==> src/rtl/zion_dat_read_pipe.sv <==
// -----------------------------------------------------------------------------
// zion_dat_read_pipe
//
// Two-stage, valid/ready pipelined element extractor. Each accepted request
// picks one element out of a wide source word: the element width comes from
// the one-hot type select, the lane from the address (lane index or byte
// address depending on ADDR_TYPE), and the element is zero- or sign-extended
// to the output width. Malformed requests produce an error response
// (oDat=0, oErr=1) and are counted in a saturating error counter.
//
// Ports:
//   iClk      clock
//   iRst_n    asynchronous active-low reset
//   iClr      synchronous flush of both stages and the error counter
//   iVld/oRdy request handshake; iEn, iAddr, iSigned, iDat sampled on accept
//   oVld/iRdy result handshake; oDat, oErr qualified by oVld
//   oErrCnt   saturating count of delivered error responses
// -----------------------------------------------------------------------------
module zion_dat_read_pipe #(
   parameter int WIDTH_DATA_IN                = 32,
   parameter int WIDTH_DATA_OUT               = 32,
   parameter int NUM_TYPE                     = 2,
   parameter int MULTI_DATA_WIDTH [NUM_TYPE]  = '{16, 8},
   parameter int ADDR_TYPE                    = 0,
   parameter int WIDTH_ERRCNT                 = 8,
   localparam int WIDTH_ADDR                  = $clog2(WIDTH_DATA_IN / 8)
) (
   input  logic                      iClk,
   input  logic                      iRst_n,
   input  logic                      iClr,
   input  logic                      iVld,
   output logic                      oRdy,
   input  logic [NUM_TYPE-1:0]       iEn,
   input  logic [WIDTH_ADDR-1:0]     iAddr,
   input  logic                      iSigned,
   input  logic [WIDTH_DATA_IN-1:0]  iDat,
   output logic                      oVld,
   input  logic                      iRdy,
   output logic [WIDTH_DATA_OUT-1:0] oDat,
   output logic                      oErr,
   output logic [WIDTH_ERRCNT-1:0]   oErrCnt
);

   // Per-type candidate elements and lane/alignment errors
   logic [WIDTH_DATA_OUT-1:0] elem_w [NUM_TYPE];
   logic [NUM_TYPE-1:0]       lerr_w;
   // Per-type sign-extension fill, evaluated on the S1 register contents
   logic [WIDTH_DATA_OUT-1:0] sext_w [NUM_TYPE];

   // Stage 1 registers
   logic                      s1_vld_q;
   logic [WIDTH_DATA_OUT-1:0] s1_raw_q,  s1_raw_d;
   logic [NUM_TYPE-1:0]       s1_type_q, s1_type_d;
   logic                      s1_sgn_q;
   logic                      s1_err_q,  s1_err_d;
   logic                      s1_lerr;

   // Stage 2 / output registers
   logic                      s2_vld_q;
   logic [WIDTH_DATA_OUT-1:0] dat_q;
   logic                      err_q;
   logic [WIDTH_ERRCNT-1:0]   errcnt_q, errcnt_d;
   logic [WIDTH_DATA_OUT-1:0] s2_ext;

   logic                      s2_load;
   logic                      s1_free;
   logic                      deliver;

   genvar gi;
   generate
      for (gi = 0; gi < NUM_TYPE; gi++) begin : g_type
         localparam int W     = MULTI_DATA_WIDTH[gi];
         localparam int NLANE = WIDTH_DATA_IN / W;
         localparam int BPE   = W / 8;
         localparam logic [WIDTH_DATA_IN-1:0]  IMASK = {WIDTH_DATA_IN{1'b1}} >> (WIDTH_DATA_IN - W);
         localparam logic [WIDTH_DATA_OUT-1:0] OMASK = {WIDTH_DATA_OUT{1'b1}} >> (WIDTH_DATA_OUT - W);

         int                       lane;
         logic                     lane_err;
         logic [WIDTH_DATA_IN-1:0] elem;

         always_comb begin
            lane     = 0;
            lane_err = 1'b0;
            // A full-width element has a single lane: the address is ignored.
            if (NLANE > 1) begin
               if (ADDR_TYPE == 1) begin
                  lane     = int'(iAddr) / BPE;
                  lane_err = (int'(iAddr) % BPE) != 0;
               end else begin
                  lane     = int'(iAddr);
               end
               if (lane >= NLANE) lane_err = 1'b1;
            end
            elem = (iDat >> (lane * W)) & IMASK;
         end

         assign elem_w[gi] = WIDTH_DATA_OUT'(elem);
         assign lerr_w[gi] = lane_err;

         // Fill the bits above W with ones when the stored element is negative.
         assign sext_w[gi] = (s1_type_q[gi] && s1_sgn_q && s1_raw_q[W-1]) ? ~OMASK : '0;
      end
   endgenerate

   // S1 next-state: select the candidate for the requested type and qualify it.
   always_comb begin
      s1_raw_d = '0;
      s1_lerr  = 1'b0;
      for (int t = 0; t < NUM_TYPE; t++) begin
         if (iEn[t]) begin
            s1_raw_d = s1_raw_d | elem_w[t];
            s1_lerr  = s1_lerr | lerr_w[t];
         end
      end
      s1_err_d = !$onehot(iEn) || s1_lerr;
      if (s1_err_d) s1_raw_d = '0;
      // A cleared type vector suppresses sign extension for error responses.
      s1_type_d = s1_err_d ? '0 : iEn;
   end

   // S2 extension
   always_comb begin
      s2_ext = s1_raw_q;
      for (int t = 0; t < NUM_TYPE; t++) begin
         s2_ext = s2_ext | sext_w[t];
      end
   end

   // Flow control: oRdy depends combinationally on iRdy through s2_load.
   assign deliver = s2_vld_q && iRdy;
   assign s2_load = !s2_vld_q || iRdy;
   assign s1_free = !s1_vld_q || s2_load;
   assign oRdy    = !iClr && s1_free;

   always_comb begin
      errcnt_d = errcnt_q;
      if (deliver && err_q && (errcnt_q != {WIDTH_ERRCNT{1'b1}})) begin
         errcnt_d = errcnt_q + WIDTH_ERRCNT'(1);
      end
   end

   always_ff @(posedge iClk or negedge iRst_n) begin
      if (!iRst_n) begin
         s1_vld_q  <= 1'b0;
         s1_raw_q  <= '0;
         s1_type_q <= '0;
         s1_sgn_q  <= 1'b0;
         s1_err_q  <= 1'b0;
         s2_vld_q  <= 1'b0;
         dat_q     <= '0;
         err_q     <= 1'b0;
         errcnt_q  <= '0;
      end else if (iClr) begin
         s1_vld_q  <= 1'b0;
         s2_vld_q  <= 1'b0;
         errcnt_q  <= '0;
      end else begin
         if (s2_load) begin
            s2_vld_q <= s1_vld_q;
            // Output data only changes when a real result moves in.
            if (s1_vld_q) begin
               dat_q <= s2_ext;
               err_q <= s1_err_q;
            end
         end
         if (s1_free) begin
            s1_vld_q <= iVld;
            if (iVld) begin
               s1_raw_q  <= s1_raw_d;
               s1_type_q <= s1_type_d;
               s1_sgn_q  <= iSigned;
               s1_err_q  <= s1_err_d;
            end
         end
         errcnt_q <= errcnt_d;
      end
   end

   assign oVld    = s2_vld_q;
   assign oDat    = dat_q;
   assign oErr    = err_q;
   assign oErrCnt = errcnt_q;

endmodule

==> config.mk <==
export PLATFORM = sky130hd
export DESIGN_NAME = zion_dat_read_pipe
export DESIGN_NICKNAME = d
export VERILOG_FILES = /design/src/rtl/zion_dat_read_pipe.sv
export SDC_FILE = /design/constraint.sdc
export NUM_CORES = 1
export LEC_CHECK = 0
export ABC_AREA = 1
export CAP_MARGIN = 10
export CORE_ASPECT_RATIO = 0.5
export CORE_UTILIZATION = 52
export CTS_BUF_LIST = sky130_fd_sc_hd__clkbuf_4 sky130_fd_sc_hd__clkbuf_8
export CTS_CLUSTER_SIZE = 24
export DETAILED_ROUTE_END_ITERATION = 10
export PLACE_DENSITY = 0.9
export SYNTH_ARGS = -nofsm -noshare
export SYNTH_HDL_FRONTEND = slang
export SYNTH_SLANG_ARGS = --single-unit
==> constraint.sdc <==
create_clock -name iClk -period 1.94 [get_ports iClk]
set_input_delay 0.582 -clock iClk [delete_from_list [all_inputs] [get_ports iClk]]
set_output_delay 0.582 -clock iClk [all_outputs]
set_load 0.02 [all_outputs]
### Word level (Yosys, flattened, before mapping)

Cells that the tools add are included.

| operators by class | value |
|---|---|
| $add $sub $neg | 2 |
| multiply operators | 0 |
| div/mod/pow operators | 0 |
| order comparisons | 2 |
| equality and inequality tests | 2 |
| shift-type cells | 2 |
| muxes and demuxes | 16 |
| bitwise logic cells | 5 |
| reductions and logical operators | 20 |

Operators by type and width:

| kind | count |
|---|---|
| 32-bit two-way mux | 2 |
| 32-bit bitwise OR | 2 |
| 16-bit two-way mux | 3 |
| 32-bit by 5-bit >> shifter with 8-bit output | 1 |
| 32-bit by 6-bit >> shifter with 16-bit output | 1 |
| 8-bit two-way mux | 2 |
| 16-bit by 8-bit bitwise OR with 16-bit output | 1 |
| 8-bit by 1-bit adder with 8-bit output (second input constant) | 1 |
| 1-bit logical AND | 8 |
| 1-bit two-way mux | 8 |
| 8-bit inequality test (second input constant) | 1 |
| 3-bit AND reduction | 2 |
| 2-bit nonzero test | 3 |
| 1-bit zero test | 4 |
| 2-bit by 3-bit >= comparator with 1-bit output (second input constant) | 1 |
| 1-bit logical OR | 3 |
| 1-bit by 1-bit adder with 2-bit output | 1 |
| 2-bit by 1-bit == test with 1-bit output (second input constant) | 1 |
| 2-bit >= comparator (second input constant) | 1 |
| 2-bit two-way mux | 1 |
| 1-bit NOT | 1 |
| 1-bit bitwise OR | 1 |

| storage, ports and cells | value |
|---|---|
| flip-flop bits (word level) | 79 |
| latch bits | 0 |
| bits in writable memories | 0 |
| bits in read-only memories | 0 |
| bits of input ports | 42 |
| output and inout port bits | 43 |
| word-level logic and storage cells | 58 |
| memories | 0 |

### Depth between registers and ports, before layout

| logic depth | value |
|---|---|
| depth after elaboration | 7 |
| depth in mapped cells | 9 |
| mapped depth without buffers | 9 |

### Worst setup path before layout

No wires, ideal clock.

| path | value |
|---|---|
| kind | input to output |
| start | input iClr |
| end | output oRdy |
| arrival time | 1.069 ns |
| required time | 1.358 ns |
| path slack | 0.289 ns |
| cell stages on the path | 4 |
| path buffers | 1 |
| cells stage by stage | inv_4 -> buf_2 -> nand2_1 -> inv_1 |

| on the way | value |
|---|---|
| word-level cells in the longest chain between the ends | 2 |

Ends and longest elaborated chain:

| element | RTL line | text |
|---|---|---|
| start, declared | 30 | `input logic iClr,` |
| 1-bit zero test | 134 | `assign oRdy = !iClr && s1_free;` |
| 1-bit logical AND | 134 |  |
| end, declared | 32 | `output logic oRdy,` |

Every way passes these cells.

### Worst setup path after layout

| path | value |
|---|---|
| start | register err_q, in the netlist oErr |
| end | output oErr |

RTL lines:

| element | RTL line | text |
|---|---|---|
| start, declared | 61 | `logic err_q;` |
| start signal, assigned | 164 | `err_q <= s1_err_q;` |
| end, declared | 40 | `output logic oErr,` |

No word-level cell between the ends.

==> summary.txt <==
Setup path
  • Critical Path RT: 1.36 ns
  • Worst-path cell chain: clkdlybuf4s50_1
  • Crit. End Element: output port
  • Worst path bufs/invs: 1
  • Worst Setup Start Kind: register
  • Crit path kind: register to output port
  • Critical path fanouts, max: 3
  • Slowest cell on crit path: clkdlybuf4s50_1
  • Max incr delay on CP: 0.62 ns
  • CP top delay family: buffers and inverters
  • WP data arrival: 1.31 ns

Drt
  • WL final: 6.30 mm
  • Vias: 2609
  • Initial drt markers: 147
  • DRC: 0
  • Drt via density: 5.00
  • Antenna-violating nets left: 0
  • Pre-antenna DRT Iters: 5
  • Wire length per cell: 12.1 um

Logic synthesis
  • Dominant synthesized flop cell: dfrtp_1
  • Yosys reg bits: 48
  • Syn_area_per_cell: 7.36 um^2
  • EDFF count, synth: 0
  • Post-synthesis sequential area ratio: 43.8%
  • Cell variety after synth: 27
  • Top cells by count, synth: nand2_1 (159), dfrtp_1 (48), nand3_1 (33)
  • Synth Instances: 373
  • Post-synth ARST share: 100%
  • Post-synth top area share: 43.8%
  • Most frequent cell after synthesis: nand2_1
  • Synthesized Nets: 416
  • Synth area leaders: dfrtp_1 (44%), nand2_1 (22%), nand3_1 (6.0%)
  • Post-Syn Area: 2740 um^2
  • Area leader, netlist: dfrtp_1
  • Yosys warnings: 0

Clocking
  • Post-CTS setup buffers: 0
  • # clock sinks: 48
  • Num CTS Buffers: 5
  • CTS root buffer: clkbuf_8
  • CTS Hold Bufs: 0
  • CTS clock-pin slew for the worst setup and hold paths: 0.09 ns
  • Clk_lat worst skew: 0.31 ns
  • CTS tree: built
  • Clk buf depth: 2
  • CTS H-tree lvls: 2

STA
  • RSZ-0062 raised after global routing: false
  • Maximum clock rate: 529 MHz
  • Slew @ Worst Pin: 0.333 ns
  • Setup Skew: 0.00903 ns
  • Slew Viols, Final: 0
  • Final setup margin: 0.0514 ns
  • Final Cycle Share: 97.3%
  • Fin Hold WS: 0.237 ns
  • Slew headroom: 77.7%
  • Setup-failing EPs final: 0
  • Crit path time final: 1.89 ns
  • Final Hold Viols: 0

Global routing
  • Vias in the first global route: 2257
  • GRT overflow: 0
  • Initial antenna violation count: 0
  • Largest net degree at the start of global routing: 49
  • Total GRT Usage: 24.0%
  • First-pass GRT wire length: 10.2 mm

Final layout
  • Synth-to-Final Area Change: 33.8%
  • Diode count: 0
  • Layout cells sized above 1: 10.2%
  • Nets: 494
  • Fill cells: 389

Floorplanning
  • Die W: 105 um
  • Core box area: 5000 um^2
  • FP Rows: 18
  • Die height: 53.4 um
  • Total die area: 5590 um^2
  • I/O pin count: 85
  • Initial Util: 54.9%

Placement
  • Port Buffers: 84
  • Post-DP HPWL: 4.74 mm
  • Setup Slack @ Placement: -0.543 ns
  • Placer congestion estimate: 0.848

Pwr
  • Leak: 0.00188 uW
  • Maximum vdd drop: 0.420 mV
  • Pwr per Cell Area: 700 nW/um^2

Flow run
  • Max cap viols: 0

Worst hold path
  • Hold WC Path Type: input port to async pin

Run status
  • Outcome: finished, final reports clean
[cell usage in the layout (no fill, tap or decap), drive strengths merged, types with 6 or more instances in the layout]
master and n:
a21oi 13, clkbuf 6, clkdlybuf4s50 55, inv 32
nand2 164, nor2 18, dlygate4sd2 24, dfrtp 48
nand3 35, buf 17, o21ai 21, a31oi 9
[report_power, final]
| part | internal (uW) | switching (uW) | leakage [uW] | total, uW |
|---|---|---|---|---|
| registers | 1100 | 68.6 | 0.000631 | 1170 |
| clock network | 271 | 346 | 0.0000448 | 616 |
| logic | 351 | 433 | 0.00120 | 784 |
[layer usage]
metal  vias to the layer above  share of wire [%]  track usage [%]  routed length, um
met5                         -                  0                0                  0
met4                         0                1.1             6.57                 72
met2                        84                 48             41.6               3000
li1                       1313                  -                -                  -
met3                         7                6.6             5.91                415
met1                      1205                 45             30.4               2810
[worst reg2reg max path: cells and delay by family (launching register included)]
| family | cells | cell delay, ns |
|---|---|---|
| AND/OR/NAND/NOR | 7 | 0.53 |
| adder cells (fa/ha/maj) | 1 | 0.23 |
| flip-flops | 1 | 0.42 |
| buffers and inverters | 1 | 0.10 |
[cells by family (layout without fill, tap and decap cells)]
kind of cell / Yosys count / after routing / synth area share, %
xor gates and xnor gates: 1 / 1 / 0.319
and+or+nand+nor: 219 / 219 / 34.9
buffers and inverters: 61 / 140 / 12.3
DFF: 48 / 48 / 43.8
adders and majority gates: 1 / 1 / 0.456
AOI/OAI and AO/OA: 43 / 43 / 8.25
[state kept, by name, indices dropped and copies added, names as in the netlist]
signal and count:
s1_raw_q 16, s1_type_q 2, s1_err_q 1, oErr 1, s1_vld_q 1, oDat 17, s1_sgn_q 1, oErrCnt 8
oVld 1
[worst paths after layout]
check	start	end	cells after the start	slack, ns
min in group iClk	s1_raw_q[3]	s1_raw_q[3]	2	0.48
setup / recovery	oErr	oErr	1	0.05
max in group asynchronous	iRst_n	oDat[30]	2	1.46
hold reg to reg	s1_raw_q[3]	s1_raw_q[3]	2	0.48
setup reg to reg	oErrCnt[0]	oErrCnt[7]	9	0.55
hold / removal	iRst_n	s1_raw_q[4]	2	0.24
[area by class of cell]
cell class | instances | area, um^2 | area share (%)
Tap cell | 70 | 87.6 | 2.39
Sequential cell | 48 | 1200 | 32.8
Timing Repair Buffer | 99 | 948 | 25.8
Clock inverter | 2 | 16.3 | 0.443
Clock buffer | 6 | 76.3 | 2.08
Multi-Input combinational cell | 264 | 1210 | 33.0
Inverter | 33 | 130 | 3.54
[metrics by stage]
stage                     instances  utilization (%)  power, uW  instance area (um^2)  TNS, ns
after CTS                       522             73.3       2580                  3660        0
after detailed placement        514             71.9       2020                  3600    -2.77
after floorplan                 373                -       1660                  2740        0
after global placement          514             71.9       2010                  3600    -1.83
final                           522             73.4       2570                  3670        0
after global routing            522             73.4       2710                  3670        0
[repair_timing]
item | 4_1_cts | 5_1_grt
cloned | 0 | 0
resized for setup | 32 | 3
setup endpoints to repair | 23 | 3
(Power assumes the default switching activity.)
==> patch (same flow settings) <==
The parameter `ADDR_TYPE` goes from 0 to 1.
--- a/src/rtl/zion_dat_read_pipe.sv
+++ b/src/rtl/zion_dat_read_pipe.sv
@@ -23,3 +23,3 @@
    parameter int MULTI_DATA_WIDTH [NUM_TYPE]  = '{16, 8},
-   parameter int ADDR_TYPE                    = 0,
+   parameter int ADDR_TYPE                    = 1,
    parameter int WIDTH_ERRCNT                 = 8,
Function: changed (a bounded check fails within 4 cycles, from zero or initial values and one cycle with iRst_n low).
==> patch against the original RTL <==
Setup slack lost 6.3 ps; register-to-register slack worse by 120 ps; synthesized cell count decreased by 17%; synthesized area down 5.5%; die area fell by 5.4%; fmax down 0.33%; routed wire length shrank 0.52%; final cell count fell by 12%; sequential cell count unchanged; non-clock buffer count rose by 3; clock skew decreased by 2.7 ps; power about the same; design area down 2.0%.
==> patch: results (changes against the original RTL) <==
[global_routing]
grt_pass1_wl_microns=10400  ; +2.3%
grt_pass1_vias=2350  ; +4.1%
grtUsageTotal_pct=26.0  ; +2.0 points

[outcome]
status=complete, no violations

[place]
postPlaceCellArea_sq_um=3520  ; -2.1%
dp_hpwl_microns=4670  ; -1.3%
gp_congestion=0.852  ; +0.54%

[setup_path]
crit_fanout=2  ; -1
crit_path_end=oDat[4]
rr_endpoint=oErrCnt[4]
regToRegSetupSlack_ps=430  ; -120 ps
startpoint=oDat[4]
reg2reg_depth=7  ; -2

[logic_synthesis]
syn-num-nets=351  ; -16%
netlist_top_cells_count=nand2_1 (96), dfrtp_1 (48), inv_1 (28), buf_4 (16), o21ai_1 (14)
syn_inst=308  ; -17%
seq_area_frac_synth_pct=46.3  ; +2.6 points
synthDistinctLibCells=34  ; +26%
synth_area_leaders=dfrtp_1 (46%), nand2_1 (14%), buf_4 (4.6%)

[layout]
drive_above_1_share_pct=17.2  ; +7.0 points
finalNonFillerCells=461  ; -12%
final_nets=437  ; -12%

[power]
internal_power_mw=1.73  ; +0.24%

[timing]
worstMarginPinSlew_ps=351  ; +18.4 ps
clock_skew_ps=6.28  ; -2.74 ps

[drt]
wl_met2_microns=3210  ; +6.9%
firstDrtPassIters=4  ; -1
drt_iter0_drc=101  ; -31%
vias=2381  ; -8.7%

-- patch: layout make-up --
type                       instances  area [sq um]
clock buffer                       5          68.8
clock inverter                     3          22.5
fill                             305           998
inverter                          32           128
multi-input combinational        205          1100
sequential                        48          1200
tap                               66          82.6
timing repair buffer             102           988
-- patch: cell families after synthesis --
| family | after synthesis | share of synthesized area, % |
|---|---|---|
| AO/OA/AOI/OAI | 56 | 13.7 |
| adder cells (fa/ha/maj) | 1 | 0.483 |
| AND/OR/NAND/NOR | 147 | 28.1 |
| XOR/XNOR | 1 | 0.338 |
| flip-flops | 48 | 46.3 |
| buffers and inverters | 55 | 11.1 |
-- patch: what timing repair did --
action                     4_1_cts  5_1_grt
setup endpoints to repair       23        3
hold buffers                     0        0
gates resized for setup         32        3
buffers inserted                 0        0
-- patch: how the worst min path moves through the flow --
stage / startpoint / to / slack, ps / cells past startpoint
floorplan: iRst_n / oDat[0] / 290 / 0
global placement: s1_type_q[1] / s1_type_q[1] / 460 / 2
detailed placement: s1_type_q[1] / s1_type_q[1] / 470 / 2
CTS: iRst_n / oDat[2] / 260 / 2
global route: iRst_n / oDat[2] / 260 / 2
finish: iRst_n / s1_raw_q[2] / 260 / 2
-- patch: routing by layer --
metal	track usage, %	vias to the layer above
li1	-	1153
met1	29.7	1134
met2	47.9	77
met3	4.97	17
met4	12.4	0
met5	0	-
-- patch: power groups by stage --
stage | logic [mW] | registers [mW] | clock network [mW]
after floorplan | 0.383 | 1.27 | 0
after global placement | 0.810 | 1.19 | 0
after detailed placement | 0.831 | 1.20 | 0
after CTS | 0.798 | 1.18 | 0.613
after global routing | 0.851 | 1.19 | 0.653
final | 0.793 | 1.18 | 0.598
